$ cat src/rtl/ifu_if.sv
`default_nettype none
// ==========================================================================
// ifu_if : instruction-memory fetch bus (request/grant/rvalid handshake)
// Revision: 1.0
// ==========================================================================
interface ifu_if;
  logic        req;
  logic [31:0] addr;
  logic        gnt;
  logic        rvalid;
  logic [31:0] rdata;

  modport master (output req, addr, input gnt, rvalid, rdata);
  modport slave  (input req, addr, output gnt, rvalid, rdata);
endinterface
`default_nettype wire

$ cat src/rtl/ifu.sv
`default_nettype none
// ==========================================================================
// ifu : RV32I fetch unit - PC, single-outstanding imem fetch, skid, redirect
// Revision: 1.0
// ==========================================================================
module ifu #(
  parameter logic [31:0] RESET_PC = 32'h0000_0000,
  parameter logic [31:0] NOP_INST = 32'h0000_0013
) (
  input  logic        clk,
  input  logic        rst_n,
  ifu_if.master       imem,
  input  logic        jump_en_i,
  input  logic [31:0] jump_addr_i,
  input  logic        hold_i,
  output logic        inst_valid_o,
  output logic [31:0] inst_o,
  output logic [31:0] inst_addr_o
);

  typedef enum logic [0:0] {ST_REQ = 1'b0, ST_WAIT = 1'b1} state_e;

  state_e      state_q, state_d;
  logic [31:0] pc_q, pc_d;
  logic [31:0] inflight_addr_q, inflight_addr_d;
  logic        discard_q, discard_d;
  logic        valid_q, valid_d;
  logic [31:0] inst_q, inst_d;
  logic [31:0] iaddr_q, iaddr_d;
  logic        skid_valid_q, skid_valid_d;
  logic [31:0] skid_inst_q, skid_inst_d;
  logic [31:0] skid_addr_q, skid_addr_d;

  logic        fetch_req;
  logic        deliver;
  logic        unused_jump_lsbs;

  // Request never looks at gnt/rvalid, so there is no combinational bus loop.
  assign fetch_req        = (state_q == ST_REQ) && !skid_valid_q && !jump_en_i;
  assign imem.req         = fetch_req;
  assign imem.addr        = pc_q;
  assign unused_jump_lsbs = ^jump_addr_i[1:0];

  assign inst_valid_o = valid_q;
  assign inst_o       = inst_q;
  assign inst_addr_o  = iaddr_q;

  always_ff @(posedge clk or negedge rst_n) begin
    if (!rst_n) begin
      state_q         <= ST_REQ;
      pc_q            <= RESET_PC;
      inflight_addr_q <= 32'h0;
      discard_q       <= 1'b0;
      valid_q         <= 1'b0;
      inst_q          <= NOP_INST;
      iaddr_q         <= 32'h0;
      skid_valid_q    <= 1'b0;
      skid_inst_q     <= 32'h0;
      skid_addr_q     <= 32'h0;
    end else begin
      state_q         <= state_d;
      pc_q            <= pc_d;
      inflight_addr_q <= inflight_addr_d;
      discard_q       <= discard_d;
      valid_q         <= valid_d;
      inst_q          <= inst_d;
      iaddr_q         <= iaddr_d;
      skid_valid_q    <= skid_valid_d;
      skid_inst_q     <= skid_inst_d;
      skid_addr_q     <= skid_addr_d;
    end
  end

  always_comb begin
    state_d         = state_q;
    pc_d            = pc_q;
    inflight_addr_d = inflight_addr_q;
    discard_d       = discard_q;
    valid_d         = valid_q;
    inst_d          = inst_q;
    iaddr_d         = iaddr_q;
    skid_valid_d    = skid_valid_q;
    skid_inst_d     = skid_inst_q;
    skid_addr_d     = skid_addr_q;
    deliver         = 1'b0;

    case (state_q)
      ST_REQ: begin
        if (fetch_req && imem.gnt) begin
          inflight_addr_d = pc_q;
          pc_d            = pc_q + 32'd4;
          state_d         = ST_WAIT;
        end
      end
      ST_WAIT: begin
        if (imem.rvalid) begin
          state_d = ST_REQ;
          if (discard_q || jump_en_i) begin
            discard_d = 1'b0;
          end else begin
            deliver = 1'b1;
          end
        end
      end
      default: state_d = ST_REQ;
    endcase

    // A redirect flushes everything downstream; a response still in flight is marked stale.
    if (jump_en_i) begin
      pc_d         = {jump_addr_i[31:2], 2'b00};
      valid_d      = 1'b0;
      inst_d       = NOP_INST;
      skid_valid_d = 1'b0;
      if ((state_q == ST_WAIT) && !imem.rvalid) begin
        discard_d = 1'b1;
      end
    end else if (valid_q && hold_i) begin
      if (deliver) begin
        skid_valid_d = 1'b1;
        skid_inst_d  = imem.rdata;
        skid_addr_d  = inflight_addr_q;
      end
    end else if (skid_valid_q) begin
      valid_d      = 1'b1;
      inst_d       = skid_inst_q;
      iaddr_d      = skid_addr_q;
      skid_valid_d = deliver;
      if (deliver) begin
        skid_inst_d = imem.rdata;
        skid_addr_d = inflight_addr_q;
      end
    end else if (deliver) begin
      valid_d = 1'b1;
      inst_d  = imem.rdata;
      iaddr_d = inflight_addr_q;
    end else begin
      valid_d = 1'b0;
      inst_d  = NOP_INST;
    end
  end

endmodule
`default_nettype wire

$ cat src/flat_wrapper.sv
// flat-port wrapper written by rule: the top's interface ports become plain ports
module ifu_flat 
#(
  parameter logic [31:0] RESET_PC = 32'h0000_0000,
  parameter logic [31:0] NOP_INST = 32'h0000_0013
)
  (clk, rst_n, jump_en_i, jump_addr_i, hold_i, inst_valid_o, inst_o, inst_addr_o, imem_req, imem_addr, imem_gnt, imem_rvalid, imem_rdata);
  ifu_if imem_i ();
  input  logic clk;
  input  logic rst_n;
  input  logic jump_en_i;
  input  logic [31:0] jump_addr_i;
  input  logic hold_i;
  output logic inst_valid_o;
  output logic [31:0] inst_o;
  output logic [31:0] inst_addr_o;
  output wire logic [$bits(imem_i.req)-1:0] imem_req;
  output wire logic [$bits(imem_i.addr)-1:0] imem_addr;
  input wire logic [$bits(imem_i.gnt)-1:0] imem_gnt;
  input wire logic [$bits(imem_i.rvalid)-1:0] imem_rvalid;
  input wire logic [$bits(imem_i.rdata)-1:0] imem_rdata;
  assign imem_req = imem_i.req;
  assign imem_addr = imem_i.addr;
  assign imem_i.gnt = imem_gnt;
  assign imem_i.rvalid = imem_rvalid;
  assign imem_i.rdata = imem_rdata;
  ifu #(.RESET_PC(RESET_PC), .NOP_INST(NOP_INST)) u_core (.clk(clk), .rst_n(rst_n), .imem(imem_i), .jump_en_i(jump_en_i), .jump_addr_i(jump_addr_i), .hold_i(hold_i), .inst_valid_o(inst_valid_o), .inst_o(inst_o), .inst_addr_o(inst_addr_o));
endmodule
$ cat config.mk
export PLATFORM = sky130hd
export DESIGN_NAME = ifu_flat
export DESIGN_NICKNAME = d
export VERILOG_FILES = /design/src/rtl/ifu_if.sv /design/src/rtl/ifu.sv /design/src/flat_wrapper.sv
export SDC_FILE = /design/constraint.sdc
export NUM_CORES = 1
export LEC_CHECK = 0
export ABC_CLOCK_PERIOD_IN_PS = 1900
export CAP_MARGIN = 20
export CORE_AREA = 2 2 145 112
export CTS_CLUSTER_SIZE = 16
export DETAILED_ROUTE_END_ITERATION = 6
export DIE_AREA = 0 0 147 114
export DONT_BUFFER_PORTS = 1
export GPL_TIMING_DRIVEN = 0
export PLACE_DENSITY = 0.81
export SKIP_CTS_REPAIR_TIMING = 1
export SYNTH_ARGS = -nofsm -noshare
export SYNTH_HDL_FRONTEND = slang
export SYNTH_SLANG_ARGS = --single-unit
$ cat constraint.sdc
create_clock -name clk -period 1.9 [get_ports clk]
set_input_delay 0.285 -clock clk [delete_from_list [all_inputs] [get_ports clk]]
set_output_delay 0.285 -clock clk [all_outputs]
set_load 0.02 [all_outputs]
After elaboration in Yosys (flattened, before gate mapping)

Index checks and enable logic that the tools add are counted.

Input bits: 70
Register bits after elaboration: 196
Output and inout bits: 98
Logic and storage cells: 67

Eq/ne operators: 3
Muxes and demuxes: 34
Reductions and logical operators: 16
Add/sub/neg operators: 1
Bitwise gates (word level): 3

Operators with widths:

| operator              | number |
|---|---|
| $mux 32               | 15 |
| $add 32x3->32 const B | 1 |
| $mux 1                | 18 |
| $reduce_and 2->1      | 3 |
| $reduce_bool 2->1     | 3 |
| $logic_and 1x1->1     | 5 |
| $ne 2x2->1 const B    | 2 |
| $logic_not 1->1       | 3 |
| $ne 3x2->1 const B    | 1 |
| $not 1->1             | 3 |
| $reduce_and 3->1      | 1 |
| $pmux 1 s2            | 1 |
| $logic_or 1x1->1      | 1 |

Longest topological paths before layout

Gate-level depths: netlist (run 1).

Depth after elaboration: 8
Gate-level depth with buffers: 8
Mapped depth without buffers: 5

Least setup slack after synthesis (run 1)

Ideal clock, no wire load.

Path type: reg2reg
From: reg u_core.pc_q[13] (netlist: u_core.imem.addr[13])
To: reg u_core.pc_q[25] (netlist: u_core.imem.addr[25])
Arrival time: 2.005 ns
Setup time: 0.082 ns
Required time: 1.818 ns
Period minus slack after synthesis: 2.087 ns
Setup slack: -0.187 ns
Path buffers: 1
Stages on the path, launching flop included: 6
Cell sequence: dfrtp_1 > nand4_1 > or4_1 > buf_2 > or4_1 > a31oi_1

Longest elaborated chain between the ends: 4

Ends and longest elaborated chain:

| what                   | line       | RTL |
|---|---|---|
| from (decl)            | ifu.sv:24  | `logic [31:0] pc_q, pc_d;` |
| from (signal assigned) | ifu.sv:62  | `pc_q <= pc_d;` |
| $add 32x3->32          | ifu.sv:91  | `pc_d = pc_q + 32'd4;` |
| $mux 32                | ifu.sv:89  | `if (fetch_req && imem.gnt) begin` |
| $mux 32                | ifu.sv:87  | `case (state_q)` |
| $mux 32                | ifu.sv:109 | `if (jump_en_i) begin` |

Every way passes these cells. The select of a mux whose other input is x is not followed.
A chain may end at the register's enable or synchronous reset.

Worst setup path after layout (run 1)

From: reg u_core.pc_q[13] (netlist: u_core.imem.addr[13])
To: reg u_core.pc_q[22] (netlist: u_core.imem.addr[22])

The elaborated chain is that of the path after synthesis.

==> run metrics, run 1 <==
status=complete, but fails checks; failing checks=hold timing, setup timing; Final min period=2.17 ns; final setup fails=18; final WL=23.4 mm; Seq/Total Area, Yosys=56.7%; global-route wire length before repair=around 31 mm; Worst Setup Slack, final=-0.272 ns; Req. time, crit path=2.24 ns; Starting Density=53.5%; worst hold slack=-0.452 ns; area delta synth->final=26.1%; post-synthesis cell type count=39; relative max-transition margin=42.8%; via count=6456; clock sink total=188; largest net degree at the start of global routing=189; Fmax=roughly 460 MHz; Worst path slowest cell=or4_4; most frequent CP cell=or4_4; number of max-cap violations=0; leakage=4.44 nW; clk_lat worst skew=0.43 ns; die width=147 um; Vias/cell=6.25; Crit Path Max Fanout=8; Least-Margin Pin Slew=0.858 ns; FILL cells=1071; Clock Skew=0.0104 ns; Post-DP HPWL=13.7 mm; type of origin of the critical path=flop; grt ovf=0; TritonRoute pass-1 iters=5; ant diodes=0; Clock transition at path regs=~0.07 ns; number of core rows=40; Max stage delay on crit path=0.62 ns; IO buf count=0; GP Congestion=0.902; Final nets=882; Peak supply drop=between 0.6 and 0.7 mV; Hold Vio Cnt, Final=190; share of layout cells above drive strength 1=28.7%; RSZ-0062 raised after global routing=true; DIE AREA=0.0168 mm^2; R2R Path End=u_core.imem.addr[22]; Yosys warning total=0; Hold WC Path Type=in2async; Crit. End Element=flop; antenna violations before repair=0; final count of pins violating max slew=0; Synth Register Bits=188; Final Util=67.4%; CTS root buf=clkbuf_16; syn avg cell area=11.4 um^2; vias in the first global route=5632; sum of negative setup slack=-2.93 ns; Avg WL per Cell=22.7 um; synthesized cell area=0.00830 mm^2; GRT Util Overall=23.9%; CTS max path bufs=2; Remaining DRCs=0; fin crit share=114%; reg-to-reg slack, setup=-0.27 ns; Setup CP Type=reg2reg; DR iter-0 viols=766; Placement Setup Slack=-0.644 ns; htree depth=4; cell count after synthesis=slightly above 700; total CTS buffers=17; CTS tree=done; crit-path cells=nand4_1 -> or4_4 -> or4_4 -> a31oi_1; total design power=10.3 mW; worst path arrival time=2.51 ns; # IOs=168; ANT nets after route=0; R2R cell count=4; die height=114 um; r2r startpoint=u_core.imem.addr[13]; Pwr Density=985 mW/mm^2; core box area=roughly 0.016 mm^2
[worst max path at each step]
stage / start / to / slack (ns)
after floorplan: u_core.imem.addr[7] / u_core.imem.addr[30] / -0.07
after global placement: jump_en_i / u_core.skid_addr_q[3] / -0.65
after detailed placement: jump_en_i / u_core.skid_addr_q[7] / -0.64
after CTS: u_core.skid_valid_q / imem_req / -0.76
after global routing: u_core.imem.addr[13] / u_core.imem.addr[22] / -0.29
final: u_core.imem.addr[13] / u_core.imem.addr[22] / -0.27
[cell families (layout without fill, tap and decap cells)]
logic type                 Yosys count  count (layout)  share of synthesized area, %
other                                1               4                        0.0452
buffers and inverters               61             153                          3.27
muxes                              127             127                          16.7
and+or+nand+nor                    195             196                          11.1
adders and majority gates            1               1                         0.151
xor gates and xnor gates            11              11                          1.16
DFF                                188             188                          56.7
AOI/OAI and AO/OA                  143             143                          10.8
[power by group]
part / switching (mW) / total [mW] / internal (mW)
Clock: 1.58 / 3.61 / 2.02
Sequential: 1.07 / 5.65 / 4.58
Combinational: 0.487 / 1.05 / 0.565
[layout make-up]
type | instances | area (um^2) | share of cell area (%)
plain buffers | 54 | 408 | 3.90
clock buffers | 20 | 457 | 4.36
clock inverters | 11 | 134 | 1.28
inverters | 5 | 18.8 | 0.179
multi-input cells | 482 | 3760 | 35.9
flip-flops and latches | 188 | 4730 | 45.2
well taps | 210 | 263 | 2.51
repair buffers | 63 | 694 | 6.64
[per-stage QoR]
stage | area (um^2) | cells
after global placement | 8620 | 940
after global routing | 10500 | 1033
final | 10500 | 1033
after floorplan | 8360 | 730
after CTS | 9210 | 971
after detailed placement | 8620 | 940
[registers in the layout, summed over array words and instances (netlist names)]
signal,cells
u_core.inst_o,32
u_core.imem.addr,30
u_core.inflight_addr_q,30
u_core.state_q,1
u_core.inst_addr_o,30
u_core.discard_q,1
u_core.skid_inst_q,32
u_core.skid_valid_q,1
u_core.skid_addr_q,30
u_core.inst_valid_o,1
[cell usage in the layout, fill, tap and decap left out, types with 3 or more instances in the layout]
master	instances
nand3_1	17
buf_4	24
conb_1	4
buf_6	4
a21oi_1	4
dfrtp_2	20
dfstp_2	3
nor3_1	3
o31ai_1	7
o211ai_1	3
and3_1	4
inv_1	4
buf_8	5
clkbuf_2	11
clkbuf_1	18
xor2_1	4
or3_1	3
dfrtp_1	165
o31ai_2	4
dlygate4sd3_1	38
mux2_4	59
or4_4	10
nor2_1	20
clkbuf_16	24
mux2i_1	32
and4_1	3
a22o_1	29
inv_6	3
a31oi_1	13
nand2_1	110
mux2_2	36
buf_12	5
xnor2_1	7
or4_1	8
o21ai_0	73
nand4_1	5
buf_1	4
clkinvlp_4	3
[synth_stat cells]
library cell    n  area [um^2]
nor4_1          2         12.5
nand3_1        17         85.1
nor4bb_1        2         20.0
o211ai_1        3         22.5
buf_1           8         30.0
buf_2          10         50.1
a22o_1         29          254
clkinv_1        1         3.75
a21o_1          2         15.0
o21ai_0        73          365
and3_1          4         25.0
nand2_1       111          417
xor2_1          4         35.0
dfstp_2         3         78.8
or3_1           5         31.3
inv_1           4         15.0
o32a_1          2         20.0
nor2_1         21         78.8
a21oi_1         4         20.0
nor2b_1         2         12.5
nand4_1         5         31.3
nand4bb_1       1         11.3
ha_1            1         12.5
xnor2_1         7         61.3
a31oi_1        16          100
nand4_4         1         21.3
nor3_1          4         20.0
clkbuf_1       32          120
dfrtp_1       185         4630
buf_6           2         22.5
o21ai_1         1         5.00
or4_1          17          128
mux2i_1        32          320
mux2_2         95         1070
buf_4           4         30.0
conb_1          1         3.75
and4_1          3         26.3
o31ai_1        12         90.1
o22ai_1         1         6.26
[layer usage]
layer | track usage [%] | vias to the layer above | wire length [um]
li1 | - | 2775 | -
met1 | 33.7 | 3216 | 9740
met2 | 36.0 | 384 | 10700
met3 | 8.32 | 81 | 2290
met4 | 5.83 | 0 | 701
met5 | 0 | - | 0
[critical path, delay by kind of cell (launching register included)]
kind | cells | cell delay, ns
DFF | 1 | 0.54
AOI/OAI and AO/OA | 1 | 0.20
and+or+nand+nor | 3 | 1.34
(Power assumes the default switching activity.)
==> inputs of run 2 (changes only) <==
Settings changed: ABC_AREA from default to 1, CORE_AREA 2 2 145 112 to 2 2 165 127, DIE_AREA 0 0 147 114 to 0 0 167 129, PLACE_DENSITY 0.81 to 0.7.
==> run 2 against run 1 <==
  * Sequential power up 1%
  * Register-to-register slack better by 0.34 ns
  * Worst setup slack improved by 0.32 ns
  * Total power up 5.4%
  * Highest routed layer unchanged
  * Critical path depth decreased by 1
  * Area after synthesis is 6.7% higher
  * Die area rose by 29%
  * Maximum frequency is 17% higher
  * Routed wire length increased by 12%
  * Clock power increased by 8.0%
  * The run ends with hold timing left
  * Sequential share of layout area rose by 2.0 points
  * Sequential cell count unchanged
==> run metrics, run 2 <==
cell count after synthesis=1090; failing checks=hold timing; type of origin of the critical path=flop; Post-synth EDFFs=0; number of max-cap violations=0; DR iter-0 viols=approximately 800; Synth top area share=52.3%; via count=7575; most frequent cells in the layout=nand2_1, dfrtp_1, nor2_1; die width=167 um; Seq/Total Area, Yosys=53.2%; Hold Vio Cnt, Final=189; final setup fails=0; Final min period=1.85 ns; GP Congestion=0.912; core box area=0.0199 mm^2; ANT nets after route=0; Placement Setup Slack=-0.226 ns; total CTS buffers=17; synthesized cell area=slightly below 0.009 mm^2; Crit. End Element=output pin; sum of negative setup slack=0 ns; number of core rows=45; Crit Path Max Fanout=10; Cells after DPL=1351; CTS tree=done; share of layout cells above drive strength 1=11.6%; DIE AREA=between 0.02 and 0.025 mm^2; Final nets=1192; grt ovf=0; leakage=between 4 and 5 nW; Remaining DRCs=0; cell taking the most area after synthesis=dfrtp_1; syn avg cell area=between 8 and 9 um^2; Avg WL per Cell=18.8 um; Post-DP HPWL=18.2 mm; clock sink total=approximately 190; Clock Skew=0.0118 ns; ant diodes=0; Req. time, crit path=roughly 1.6 ns; most common cell after layout, fill and taps aside=nand2_1; CTS root buf=clkbuf_16; Synth Register Bits=188; worst path arrival time=roughly 1.6 ns; htree depth=4; vias in the first global route=just over 7000; Least-Margin Pin Slew=around 0.8 ns; Pwr Density=1090 mW/mm^2; relative max-transition margin=46.8%; Synth Flop Type=dfrtp_1; most common cell in the netlist=nand2_1; Clock transition at path regs=0.07 ns; clk_lat worst skew=roughly 0.43 ns; Hold WC Path Type=in2async; final count of pins violating max slew=0; Yosys warning total=0; Fmax=541 MHz; Synth area leaders=dfrtp_1, nand2_1, nor2_1, inv_1, o21ai_0; antenna violations before repair=0; global-route wire length before repair=40.5 mm; fin crit share=a little over nine tenths; ys async rst share=100%; Peak supply drop=between 0.5 and 0.6 mV; commonest cells in the netlist=nand2_1, dfrtp_1, nor2_1, inv_1, o21ai_0; CTS max path bufs=2; Worst Setup Slack, final=0.0509 ns; Cell Count, Final, Fillers Out=1391; GRT Util Overall=24.3%; largest net degree at the start of global routing=approximately 190; status=complete, but fails checks; TritonRoute pass-1 iters=5; area delta synth->final=12.7%; Vias/cell=5.45; final WL=about 26 mm; # IOs=between 150 and 200; die height=129 um; IO buf count=0; Setup CP Type=reg2out; post-synthesis cell type count=40; worst hold slack=-0.454 ns; R2R cell count=10; Starting Density=44.6%; total design power=10.9 mW
-- run 2: changes by cell type after synthesis, sizes merged, moves of 9 or more --
| cell | delta |
|---|---|
| mux2 | -95 |
| or4 | -17 |
| buf | +16 |
| a31oi | +19 |
| o21ai | +9 |
| nor2 | +116 |
| o22ai | +27 |
| a22o | -28 |
| mux2i | -32 |
| nand3 | +44 |
| nand2 | +211 |
| o31ai | -12 |
| inv | +93 |
| a21oi | +37 |
-- run 2: cell families (layout without fill, tap and decap cells) --
group	after synthesis	count (layout)	share of synthesized area, %
and+or+nand+nor	532	532	24.1
AOI/OAI and AO/OA	198	198	13.8
DFF	188	188	53.2
buffers and inverters	165	205	8.24
xor gates and xnor gates	5	5	0.494
adders and majority gates	1	1	0.141
other	1	4	0.0423
-- run 2: worst paths after layout --
| kind | startpoint | endpoint | slack [ns] |
|---|---|---|---|
| min in group clk | jump_addr_i[18] | u_core.imem.addr[18] | 0 |
| worst min register to register | u_core.skid_addr_q[13] | u_core.skid_addr_q[13] | 0.49 |
| max in group asynchronous | rst_n | u_core.inst_o[4] | 1.97 |
| worst max-delay path | u_core.skid_valid_q | imem_req | 0.05 |
| worst max register to register | u_core.imem.addr[3] | u_core.imem.addr[24] | 0.07 |
| worst min-delay path | rst_n | u_core.skid_addr_q[13] | -0.45 |
-- run 2: metrics by stage --
| step | cell area (um^2) | util [%] | hold slack (ns) |
|---|---|---|---|
| after floorplan | 8870 | - | -0.0106 |
| after global placement | 9190 | 46.2 | -0.00763 |
| after detailed placement | 9190 | 46.2 | -0.00788 |
| after CTS | 9830 | 49.4 | -0.469 |
| after global routing | 9980 | 50.2 | -0.478 |
| final | 9980 | 50.2 | -0.454 |
-- run 2: cell type report --
class | instances | area, um^2
Multi-Input combinational cell | 740 | 3480
Timing Repair Buffer | 9 | 85.1
Fill cell | 1842 | 9890
Buffer | 66 | 363
Sequential cell | 188 | 4720
Inverter | 99 | 374
Clock inverter | 12 | 184
Clock buffer | 19 | 453
Tap cell | 258 | 323
-- run 2: layer usage --
| metal | GRT usage, % | part of all wire (%) | up-vias |
|---|---|---|---|
| li1 | - | - | 3567 |
| met1 | 35.2 | 45 | 3629 |
| met2 | 34.9 | 43 | 335 |
| met3 | 7.17 | 9.2 | 44 |
| met4 | 8.52 | 2.4 | 0 |
| met5 | 0 | 0 | - |
-- run 2: critical path, stage by stage (launching register included) --
cell     delay [ns]
dfrtp_1        0.35
buf_2          0.18
buf_2          0.23
nor3_4         0.36
-- run 2: power by group --
part / switching [mW] / internal (mW)
clock: 1.62 / 2.29
combinational: 0.739 / 0.505
sequential: 1.08 / 4.63
==> inputs of run 3 (changes only) <==
Settings changed: CELL_PAD_IN_SITES_DETAIL_PLACEMENT from default to 0, CELL_PAD_IN_SITES_GLOBAL_PLACEMENT from default to 1, CORE_AREA 2 2 165 127 to 2 2 171 131, DIE_AREA 0 0 167 129 to 0 0 173 133, PLACE_DENSITY 0.7 to 0.84.
==> run 3 against run 2 <==
  * Critical path depth is the same
  * Clock power shrank 7.4%
  * Largest power group unchanged
  * The run still ends with hold timing left
  * Maximum frequency grew 1.4%
  * Critical endpoint unchanged
==> run metrics, run 3 (synthesis gave the netlist of run 2 again) <==
GRT Util Overall=23.1%; grt ovf=0; area delta synth->final=14.4%; final setup fails=0; Least-Margin Pin Slew=0.841 ns; Reg power frac=54.1%; Crit. End Element=output pin; total design power=10.6 mW; clk_lat worst skew=0.44 ns; via count=7464; most frequent cells in the layout=nand2_1, dfrtp_1, nor2_1; Worst Setup Slack, final=0.0766 ns; Final min period=between 1.5 and 2 ns; TritonRoute pass-1 iters=5; most common cell after layout, fill and taps aside=nand2_1; Clk pwr share=34.0%; largest net degree at the start of global routing=roughly 190; DR iter-0 viols=606; Final nets=between 1000 and 1500; Starting Density=between 40% and 50%; failing checks=hold timing; total CTS buffers=17; critical path's top delay family=buffers and inverters; # IOs=~170; status=complete, but fails checks; P_int=6.96 mW; die height=133 um; Fmax=around 550 MHz; Hold WC Path Type=in2async; type of origin of the critical path=flop; CTS root buf=clkbuf_16; met2 WL=10.9 mm; Remaining DRCs=0; Setup CP Type=reg2out; relative max-transition margin=43.9%; ANT nets after route=0; max layer used=met4; clock sink total=188; CTS tree=done; core box area=0.0215 mm^2; share of layout cells above drive strength 1=11.1%; Vias/cell=5.18; Worst path slowest cell=dfrtp_1; DIE AREA=0.0230 mm^2; Pwr Density=1050 mW/mm^2; htree depth=4; sw power=3.65 mW; Worst Path Buf+Inv=2; CTS max path bufs=2; vias in the first global route=6994; number of max-cap violations=0; number of core rows=47; post-route cell area=0.0101 mm^2; Comb pwr share=11.9%; sum of negative setup slack=0 ns; switching portion of total power=34.4%; GP Congestion=0.872; ant diodes=0; Crit Path Max Fanout=10; worst hold slack=-0.459 ns; Peak supply drop=~0.65 mV; Max stage delay on crit path=0.35 ns; Cell Area, Placed=between 0.009 and 0.01 mm^2; leakage=4.80 nW; Final Util=47.1%; antenna violations before repair=0; Placement Setup Slack=-0.121 ns; IO buf count=0; global-route wire length before repair=40.9 mm; reg-to-reg slack, setup=0.12 ns; Post-DP HPWL=roughly 19 mm; Hold Vio Cnt, Final=189; final count of pins violating max slew=0; Clock Skew=0.0183 ns; final WL=26.4 mm; Clock transition at path regs=0.08 ns; metal3 WL=2.34 mm; RSZ-0062 raised after global routing=true; die width=173 um; Avg WL per Cell=18.4 um; FILL cells=2166; crit-path cells=buf_2 -> buf_2 -> nor3_4; met1 WL=12.9 mm; fin crit share=96.0%; most frequent CP cell=buf_2; worst path arrival time=1.54 ns; Req. time, crit path=between 1.5 and 2 ns
-- run 3: cell types whose count changed in the layout (fill, tap and decap cells not counted), sizes merged --
cell / delta
buf: -3
bufinv: -4
clkinvlp: +1
dlygate4sd3: +15
inv: +5
-- run 3: layout make-up --
cell class / count / area [um^2] / area share [%]
plain buffers: 66 / 365 / 3.61
clock buffers: 18 / 439 / 4.33
clock inverters: 14 / 160 / 1.58
inverters: 99 / 374 / 3.69
multi-input cells: 740 / 3490 / 34.4
flip-flops and latches: 188 / 4720 / 46.6
well taps: 294 / 368 / 3.63
repair buffers: 22 / 220 / 2.17
-- run 3: worst paths after layout --
| check | end | start | cells past startpoint |
|---|---|---|---|
| max | imem_req | u_core.skid_valid_q | 3 |
| min | u_core.imem.addr[12] | rst_n | 0 |
| max reg2reg | u_core.imem.addr[11] | u_core.skid_valid_q | 7 |
| min reg2reg | u_core.skid_addr_q[14] | u_core.skid_addr_q[14] | 2 |
| max in group asynchronous | u_core.inst_o[4] | rst_n | 0 |
| min in group clk | u_core.skid_inst_q[24] | imem_rdata[24] | 2 |
-- run 3: through the flow --
stage               hold WS, ns  instances
floorplan               -0.0106       1093
global placement       -0.00459       1387
detailed placement     -0.00491       1387
CTS                      -0.477       1419
global route             -0.480       1441
finish                   -0.459       1441
-- run 3: layer usage --
| layer | GRT usage, % | vias to the layer above |
|---|---|---|
| li1 | - | 3596 |
| met1 | 34.1 | 3582 |
| met2 | 32.3 | 258 |
| met3 | 7.99 | 28 |
| met4 | 5.65 | 0 |
| met5 | 0 | - |
-- run 3: power by group through the flow --
stage / registers, mW / clock network [mW] / logic (mW)
after floorplan: 5.53 / 0 / 0.959
after global placement: 5.80 / 0 / 1.16
after detailed placement: 5.82 / 0 / 1.20
after CTS: 5.74 / 3.66 / 1.21
after global routing: 5.85 / 3.84 / 1.46
final: 5.74 / 3.61 / 1.26
